## src/rtl/i2cmb_cmd_scheduler.sv

```systemverilog
// Multi-channel command scheduler: per-channel FIFOs arbitrated onto one I2CMB engine.
// Optional idle-lock timeout enabled by defining I2CMB_SCHED_LOCK_TIMEOUT_EN.
module i2cmb_cmd_scheduler #(
  parameter int NUM_CH       = 4,
  parameter int DEPTH        = 8,
  parameter int LOCK_TIMEOUT = 256
) (
  input  logic                              clk_i,
  input  logic                              rst_i,
  input  logic [NUM_CH-1:0]                 cmd_valid_i,
  output logic [NUM_CH-1:0]                 cmd_ready_o,
  input  logic [3*NUM_CH-1:0]               cmd_op_i,
  input  logic [8*NUM_CH-1:0]               cmd_data_i,
  output logic                              eng_valid_o,
  input  logic                              eng_ready_i,
  output logic [2:0]                        eng_op_o,
  output logic [7:0]                        eng_data_o,
  input  logic                              eng_rsp_valid_i,
  input  logic [1:0]                        eng_rsp_i,
  input  logic [7:0]                        eng_rsp_data_i,
  output logic [NUM_CH-1:0]                 rsp_valid_o,
  output logic [1:0]                        rsp_code_o,
  output logic [7:0]                        rsp_data_o,
  output logic [NUM_CH*$clog2(DEPTH+1)-1:0] level_o
);

  localparam int CW = $clog2(NUM_CH);
  localparam int AW = $clog2(DEPTH);
  localparam int LW = $clog2(DEPTH+1);

  localparam logic [2:0] OP_START  = 3'b100;
  localparam logic [2:0] OP_STOP   = 3'b101;
  localparam logic [2:0] OP_SETBUS = 3'b110;
  localparam logic [1:0] RSP_DON   = 2'b00;
  localparam logic [1:0] RSP_ERR   = 2'b11;

  typedef enum logic [2:0] {
    S_IDLE,
    S_SETBUS,
    S_ISSUE,
    S_WAIT_RSP
`ifdef I2CMB_SCHED_LOCK_TIMEOUT_EN
    , S_TO_STOP
`endif
  } state_t;

  state_t state_q, state_d;

  logic [10:0]   mem_q [NUM_CH][DEPTH];
  logic [10:0]   mem_d [NUM_CH][DEPTH];
  logic [AW-1:0] wp_q  [NUM_CH];
  logic [AW-1:0] wp_d  [NUM_CH];
  logic [AW-1:0] rp_q  [NUM_CH];
  logic [AW-1:0] rp_d  [NUM_CH];
  logic [LW-1:0] cnt_q [NUM_CH];
  logic [LW-1:0] cnt_d [NUM_CH];

  logic [NUM_CH-1:0] push;
  logic [NUM_CH-1:0] ill;
  logic [NUM_CH-1:0] pop;
  logic [NUM_CH-1:0] nonempty;
  logic [NUM_CH-1:0] notfull;

  logic [CW-1:0] grant_q, grant_d;
  logic [CW-1:0] last_q, last_d;
  logic [CW-1:0] bus_q, bus_d;
  logic          bus_vld_q, bus_vld_d;
  logic          lock_q, lock_d;
  logic [CW-1:0] owner_q, owner_d;
  logic          sent_q, sent_d;
  logic [2:0]    iop_q, iop_d;

  logic          sel_vld;
  logic [CW-1:0] sel_ch;
  logic [10:0]   head;

  logic          eng_valid;
  logic [2:0]    eng_op;
  logic [7:0]    eng_data;

  logic          ev;
  logic [CW-1:0] ev_ch;
  logic [1:0]    ev_code;
  logic [7:0]    ev_data;

  logic [NUM_CH-1:0] rsp_valid_q, rsp_valid_d;
  logic [1:0]        rsp_code_q, rsp_code_d;
  logic [7:0]        rsp_data_q, rsp_data_d;
  logic [NUM_CH-1:0] ill_q, ill_d;
  logic [NUM_CH-1:0] ill_pend_q, ill_pend_d;
  logic [NUM_CH-1:0] pend;
  logic              picked;

`ifdef I2CMB_SCHED_LOCK_TIMEOUT_EN
  localparam int TW = $clog2(LOCK_TIMEOUT+1);
  logic [TW-1:0] tmo_q, tmo_d;
  logic          tmo_hit;
`endif

  always_comb begin
    push     = '0;
    ill      = '0;
    nonempty = '0;
    notfull  = '0;
    level_o  = '0;
    for (int c = 0; c < NUM_CH; c++) begin
      notfull[c]  = (cnt_q[c] != LW'(DEPTH));
      nonempty[c] = (cnt_q[c] != '0);
      level_o[c*LW +: LW] = cnt_q[c];
      if (cmd_valid_i[c] && notfull[c]) begin
        if (cmd_op_i[3*c +: 3] == OP_SETBUS) ill[c] = 1'b1;
        else                                  push[c] = 1'b1;
      end
    end
  end

  assign cmd_ready_o = notfull;

  // Pushes ignore a same-cycle pop: a full FIFO never accepts.
  always_comb begin
    mem_d = mem_q;
    wp_d  = wp_q;
    rp_d  = rp_q;
    cnt_d = cnt_q;
    for (int c = 0; c < NUM_CH; c++) begin
      if (push[c]) begin
        mem_d[c][wp_q[c]] = {cmd_op_i[3*c +: 3], cmd_data_i[8*c +: 8]};
        wp_d[c] = wp_q[c] + 1'b1;
      end
      if (pop[c]) rp_d[c] = rp_q[c] + 1'b1;
      if (push[c] && !pop[c])      cnt_d[c] = cnt_q[c] + 1'b1;
      else if (!push[c] && pop[c]) cnt_d[c] = cnt_q[c] - 1'b1;
    end
  end

  always_comb begin
    sel_vld = 1'b0;
    sel_ch  = owner_q;
    if (lock_q) begin
      sel_vld = nonempty[owner_q];
    end else begin
      for (int i = 1; i <= NUM_CH; i++) begin
        if (!sel_vld && nonempty[(int'(last_q) + i) % NUM_CH]) begin
          sel_vld = 1'b1;
          sel_ch  = CW'((int'(last_q) + i) % NUM_CH);
        end
      end
    end
  end

`ifdef I2CMB_SCHED_LOCK_TIMEOUT_EN
  assign tmo_hit = lock_q && !nonempty[owner_q] &&
                   (tmo_q == TW'(LOCK_TIMEOUT-1));

  always_comb begin
    tmo_d = '0;
    if (state_q == S_IDLE && lock_q && !nonempty[owner_q] && !tmo_hit)
      tmo_d = tmo_q + 1'b1;
  end
`endif

  always_comb begin
    state_d   = state_q;
    grant_d   = grant_q;
    last_d    = last_q;
    bus_d     = bus_q;
    bus_vld_d = bus_vld_q;
    lock_d    = lock_q;
    owner_d   = owner_q;
    sent_d    = sent_q;
    iop_d     = iop_q;
    pop       = '0;
    ev        = 1'b0;
    ev_ch     = grant_q;
    ev_code   = RSP_DON;
    ev_data   = '0;
    eng_valid = 1'b0;
    eng_op    = '0;
    eng_data  = '0;
    head      = mem_q[grant_q][rp_q[grant_q]];
    unique case (state_q)
      S_IDLE: begin
`ifdef I2CMB_SCHED_LOCK_TIMEOUT_EN
        if (tmo_hit) begin
          state_d = S_TO_STOP;
          sent_d  = 1'b0;
        end else
`endif
        if (sel_vld) begin
          grant_d = sel_ch;
          last_d  = sel_ch;
          sent_d  = 1'b0;
          if (bus_vld_q && bus_q == sel_ch) state_d = S_ISSUE;
          else                              state_d = S_SETBUS;
        end
      end
      S_SETBUS: begin
        if (!sent_q) begin
          eng_valid = 1'b1;
          eng_op    = OP_SETBUS;
          eng_data  = 8'(grant_q);
          if (eng_ready_i) sent_d = 1'b1;
        end else if (eng_rsp_valid_i) begin
          if (eng_rsp_i == RSP_DON) begin
            bus_d     = grant_q;
            bus_vld_d = 1'b1;
            state_d   = S_ISSUE;
          end else begin
            pop[grant_q] = 1'b1;
            ev           = 1'b1;
            ev_code      = RSP_ERR;
            bus_vld_d    = 1'b0;
            state_d      = S_IDLE;
          end
        end
      end
      S_ISSUE: begin
        eng_valid = 1'b1;
        eng_op    = head[10:8];
        eng_data  = head[7:0];
        if (eng_ready_i) begin
          pop[grant_q] = 1'b1;
          iop_d        = head[10:8];
          state_d      = S_WAIT_RSP;
        end
      end
      S_WAIT_RSP: begin
        if (eng_rsp_valid_i) begin
          ev      = 1'b1;
          ev_code = eng_rsp_i;
          ev_data = eng_rsp_data_i;
          state_d = S_IDLE;
          // NAK leaves the lock; AL/ERR (code bit 1) and Stop release it.
          if (iop_q == OP_STOP || eng_rsp_i[1]) begin
            lock_d = 1'b0;
          end else if (iop_q == OP_START && eng_rsp_i == RSP_DON) begin
            lock_d  = 1'b1;
            owner_d = grant_q;
          end
        end
      end
`ifdef I2CMB_SCHED_LOCK_TIMEOUT_EN
      S_TO_STOP: begin
        if (!sent_q) begin
          eng_valid = 1'b1;
          eng_op    = OP_STOP;
          if (eng_ready_i) sent_d = 1'b1;
        end else if (eng_rsp_valid_i) begin
          lock_d  = 1'b0;
          ev      = 1'b1;
          ev_ch   = owner_q;
          ev_code = RSP_ERR;
          state_d = S_IDLE;
        end
      end
`endif
      default: state_d = S_IDLE;
    endcase
  end

  assign eng_valid_o = eng_valid;
  assign eng_op_o    = eng_op;
  assign eng_data_o  = eng_data;

  // Engine-side responses win; illegal-op ERRs wait in a pending set.
  always_comb begin
    rsp_valid_d = '0;
    rsp_code_d  = rsp_code_q;
    rsp_data_d  = rsp_data_q;
    ill_d       = ill;
    pend        = ill_pend_q | ill_q;
    picked      = 1'b0;
    if (ev) begin
      rsp_valid_d[ev_ch] = 1'b1;
      rsp_code_d         = ev_code;
      rsp_data_d         = ev_data;
    end else begin
      for (int c = 0; c < NUM_CH; c++) begin
        if (!picked && pend[c]) begin
          picked         = 1'b1;
          rsp_valid_d[c] = 1'b1;
          rsp_code_d     = RSP_ERR;
          rsp_data_d     = '0;
          pend[c]        = 1'b0;
        end
      end
    end
    ill_pend_d = pend;
  end

  assign rsp_valid_o = rsp_valid_q;
  assign rsp_code_o  = rsp_code_q;
  assign rsp_data_o  = rsp_data_q;

  always_ff @(posedge clk_i or posedge rst_i) begin
    if (rst_i) begin
      state_q     <= S_IDLE;
      mem_q       <= '{default: '0};
      wp_q        <= '{default: '0};
      rp_q        <= '{default: '0};
      cnt_q       <= '{default: '0};
      grant_q     <= '0;
      last_q      <= CW'(NUM_CH-1);
      bus_q       <= '0;
      bus_vld_q   <= 1'b0;
      lock_q      <= 1'b0;
      owner_q     <= '0;
      sent_q      <= 1'b0;
      iop_q       <= '0;
      rsp_valid_q <= '0;
      rsp_code_q  <= '0;
      rsp_data_q  <= '0;
      ill_q       <= '0;
      ill_pend_q  <= '0;
`ifdef I2CMB_SCHED_LOCK_TIMEOUT_EN
      tmo_q       <= '0;
`endif
    end else begin
      state_q     <= state_d;
      mem_q       <= mem_d;
      wp_q        <= wp_d;
      rp_q        <= rp_d;
      cnt_q       <= cnt_d;
      grant_q     <= grant_d;
      last_q      <= last_d;
      bus_q       <= bus_d;
      bus_vld_q   <= bus_vld_d;
      lock_q      <= lock_d;
      owner_q     <= owner_d;
      sent_q      <= sent_d;
      iop_q       <= iop_d;
      rsp_valid_q <= rsp_valid_d;
      rsp_code_q  <= rsp_code_d;
      rsp_data_q  <= rsp_data_d;
      ill_q       <= ill_d;
      ill_pend_q  <= ill_pend_d;
`ifdef I2CMB_SCHED_LOCK_TIMEOUT_EN
      tmo_q       <= tmo_d;
`endif
    end
  end

endmodule

```

## config.mk

```make
export PLATFORM = sky130hd
export DESIGN_NAME = i2cmb_cmd_scheduler
export DESIGN_NICKNAME = d
export VERILOG_FILES = /design/src/rtl/i2cmb_cmd_scheduler.sv
export SDC_FILE = /design/constraint.sdc
export NUM_CORES = 1
export LEC_CHECK = 0
export CAP_MARGIN = 10
export CORE_UTILIZATION = 45
export CTS_BUF_LIST = sky130_fd_sc_hd__clkbuf_8
export CTS_CLUSTER_SIZE = 28
export DETAILED_ROUTE_END_ITERATION = 12
export GPL_ROUTABILITY_DRIVEN = 1
export PLACE_DENSITY = 0.74
export SYNTH_ARGS = -nofsm -noshare
export SYNTH_HDL_FRONTEND = slang
export SYNTH_SLANG_ARGS = --single-unit
export TNS_END_PERCENT = 20
```

## constraint.sdc

```tcl
create_clock -name clk_i -period 16.25 [get_ports clk_i]
set_clock_uncertainty 0.15 [all_clocks]
set_input_delay 2.4375 -clock clk_i [delete_from_list [all_inputs] [get_ports clk_i]]
set_output_delay 2.4375 -clock clk_i [all_outputs]
set_load 0.01 [all_outputs]
```

==> impl_metrics.ini <==
[outcome]
status = finished clean

[cts]
clk_pin_slew_ps = 60
cts_hold_buffers = 0
cts_setup_buffers = 0
cts_num_sinks = 430
clockRootBuffer = clkbuf_8
clk_latency_ps = 650
cts_max_path_buffers = 3
cts_inserted_buffers = 72
htree_levels = 3
cts.repair.resized = 0
tritoncts = built

[power_and_ir_drop]
netSwitchingFraction_pct = 34.3
power_density_mw_per_mm2 = 203
power.total_mw = 4.78
ir_drop_uv = 90.7
power.leakage_nw = 9.80
power_switching_mw = 1.64
p_clk_share_pct = 19.6
pwr-share-comb_pct = 39.3
power_frac_seq_pct = 41.2
p_int_mw = 3.14

[floorplan]
start_util_pct = 45.8
fp.dieH_um = 215
num_rows = 77
pin_count = 108
die_x_um = 215
fp.coreArea_mm2 = 0.0444
die_area_mm2 = 0.0461

[routing]
ant_nets = 0
drt_iter0_markers = 1118
wl_per_cell_um = 24.6
viasPerCell = 5.91
drc = 0
drtPass1Iterations = 4
routed_wl_um = 54400
num_vias = 13000

[sta]
report.final.setup_viol = 0
drv_slew = 0
tightest_slew_ps = 1280
slew_headroom_pct = 14.6
hold_viol_final = 0
fmax_ghz = 0.134
fin_crit_ps = 7470
finalCritPeriodShare_pct = 45.9
timing.final.ws_setup_ps = 8780
rsz0062_at_grt = no
hold_slack_ps = 316
setup_tns_ps = 0

[global_route]
grt_max_degree = 106
grtUsageTotal_pct = 24.7
grt_pass1_vias = 13800
grt_antenna_before_repair = 0
grt_pass1_wl_um = 85400
grt_overflow_total = 0

[synthesis]
synth_common_cells = dfrtp_1 (428), mux2_2 (361), mux4_2 (92)
synth_top_area_share_pct = 52.6
ys_seq_area_share_pct = 52.9
async_reset_ff_share_pct = 100
synth.avg_cell_area_um2 = 14.1
ys_warn_count = 0
synth_edf_count = 0
yosysMostFrequentCell = dfrtp_1
synth_cells = 1442
synth_top_cell_by_area = dfrtp_1
ys.flop_type = dfrtp_1
syn_nets = 1533
synth_area_leaders = dfrtp_1 (53%), mux2_2 (20%), mux4_2 (10%)
synth.distinct_cells = 52
syn_area_mm2 = 0.0203
synth-seq-cells = 430

[placement]
placed_area_mm2 = 0.0221
dpl.hpwl_um = 33200
globalplace.congestion = 0.839
dp_worst_setup_slack_ps = 9450
port-buffer-count = 107

[setup_path]
reg2reg_depth = 7
path_class = flip-flop to primary output
crit_chain = buf_4 > mux4_2 > nor2b_1 > a211oi_1 > a211oi_1 > a21oi_1 > o22ai_1 > clkdlybuf4s50_1
arrival_ps = 4880
crit_path_start = ev_ch[1]
worstReg2RegStart = ev_ch[1]
critPathMaxStageDelay_ps = 940
crit_path_start_kind = flip-flop
slowest_stage = dfrtp_4
reg2reg_to = iop_q[1]
crit_fanout = 51
endpoint_kind = primary output
endpoint = eng_data_o[1]
crit_required_ps = 13660
path_common_cell = a211oi_1
r2r_setup_slack_ps = 12520

[cells_and_area]
fin_area_mm2 = 0.0235
area_delta_synth_final_pct = 15.7
n_antenna_cell = 0
drive_gt1_share_pct = 38.2
fin_nets = 1657

[run]
drv_cap = 0

[worst_hold_path]
hold_class = flip-flop to flip-flop
hold_depth = 1
[cell families after synthesis]
family,synth area share [%]
and+or+nand+nor,5.90
adders and majority gates,1.93
buffers and inverters,2.13
muxes,31.3
DFF,52.9
AOI/OAI and AO/OA,4.48
xor gates and xnor gates,1.38
[final cells by class]
class / instances / area, um2
Inverter: 22 / 90.1
Timing Repair Buffer: 137 / 1300
Fill cell: 3667 / 20900
Sequential cell: 430 / 10800
Multi-Input combinational cell: 903 / 9240
Clock inverter: 35 / 186
Tap cell: 592 / 741
Clock buffer: 88 / 1210
[worst min path at each step]
stage               startpoint       to
floorplan              rp_q[5]  rp_q[5]
global placement       rp_q[5]  rp_q[5]
detailed placement     rp_q[5]  rp_q[5]
CTS                    rp_q[5]  rp_q[5]
global route           rp_q[8]  rp_q[8]
finish                 rp_q[5]  rp_q[5]
[cell usage in the layout, fill, tap and decap left out, types with 11 or more instances in the layout]
cell               n
a211oi_1          36
a21oi_1           40
buf_4             30
clkbuf_8          88
clkdlybuf4s50_1  107
dfrtp_1          426
ha_1              25
inv_1             45
mux2_2           361
mux2i_1           23
mux4_2            92
nand2_1           66
nand3_1           11
nand3b_1          15
nor2_1            51
nor2b_1           23
nor3_1            12
o21ai_0           22
xnor2_1           26
[power by group through the flow]
stage | sequential [mW] | clock (mW) | combinational [mW]
floorplan | 1.82 | 0 | 1.47
global placement | 1.95 | 0 | 1.81
detailed placement | 1.98 | 0 | 1.87
CTS | 1.97 | 0.954 | 1.88
global route | 2.04 | 1.00 | 2.03
finish | 1.97 | 0.935 | 1.88
[flip-flops by register name (all words and copies together), names as in the netlist, 2 cells and up]
signal       cells
state_q          2
ev_ch            2
level_o         16
wp_q            12
rsp_code_o       2
ill_q            4
ill_pend_q       4
last_q           2
owner_q          2
rsp_valid_o      4
rsp_data_o       8
mem_q          352
rp_q            12
bus_q            2
iop_q            3
[worst max-delay path, delay by kind of cell (launching register included)]
| kind | cells | cell delay, ps |
|---|---|---|
| simple gates | 1 | 150 |
| mux | 1 | 580 |
| flops | 1 | 940 |
| compound gates | 4 | 1120 |
| buf+inv | 2 | 1390 |
[metrics by stage]
step / util, % / instances
after CTS: 53.0 / 2207
after floorplan: - / 1442
after global placement: 49.9 / 2084
after detailed placement: 49.9 / 2084
after global routing: 53.0 / 2207
final: 53.0 / 2207
[metal layers]
| layer | vias to the layer above | GRT usage (%) | part of all wire [%] |
|---|---|---|---|
| met5 | - | 0 | 0 |
| met4 | 0 | 9.79 | 3.5 |
| met2 | 430 | 38.3 | 47 |
| met1 | 6918 | 33.9 | 44 |
| met3 | 112 | 5.28 | 5.8 |
| li1 | 5580 | - | - |
(Power assumes the default switching activity.)
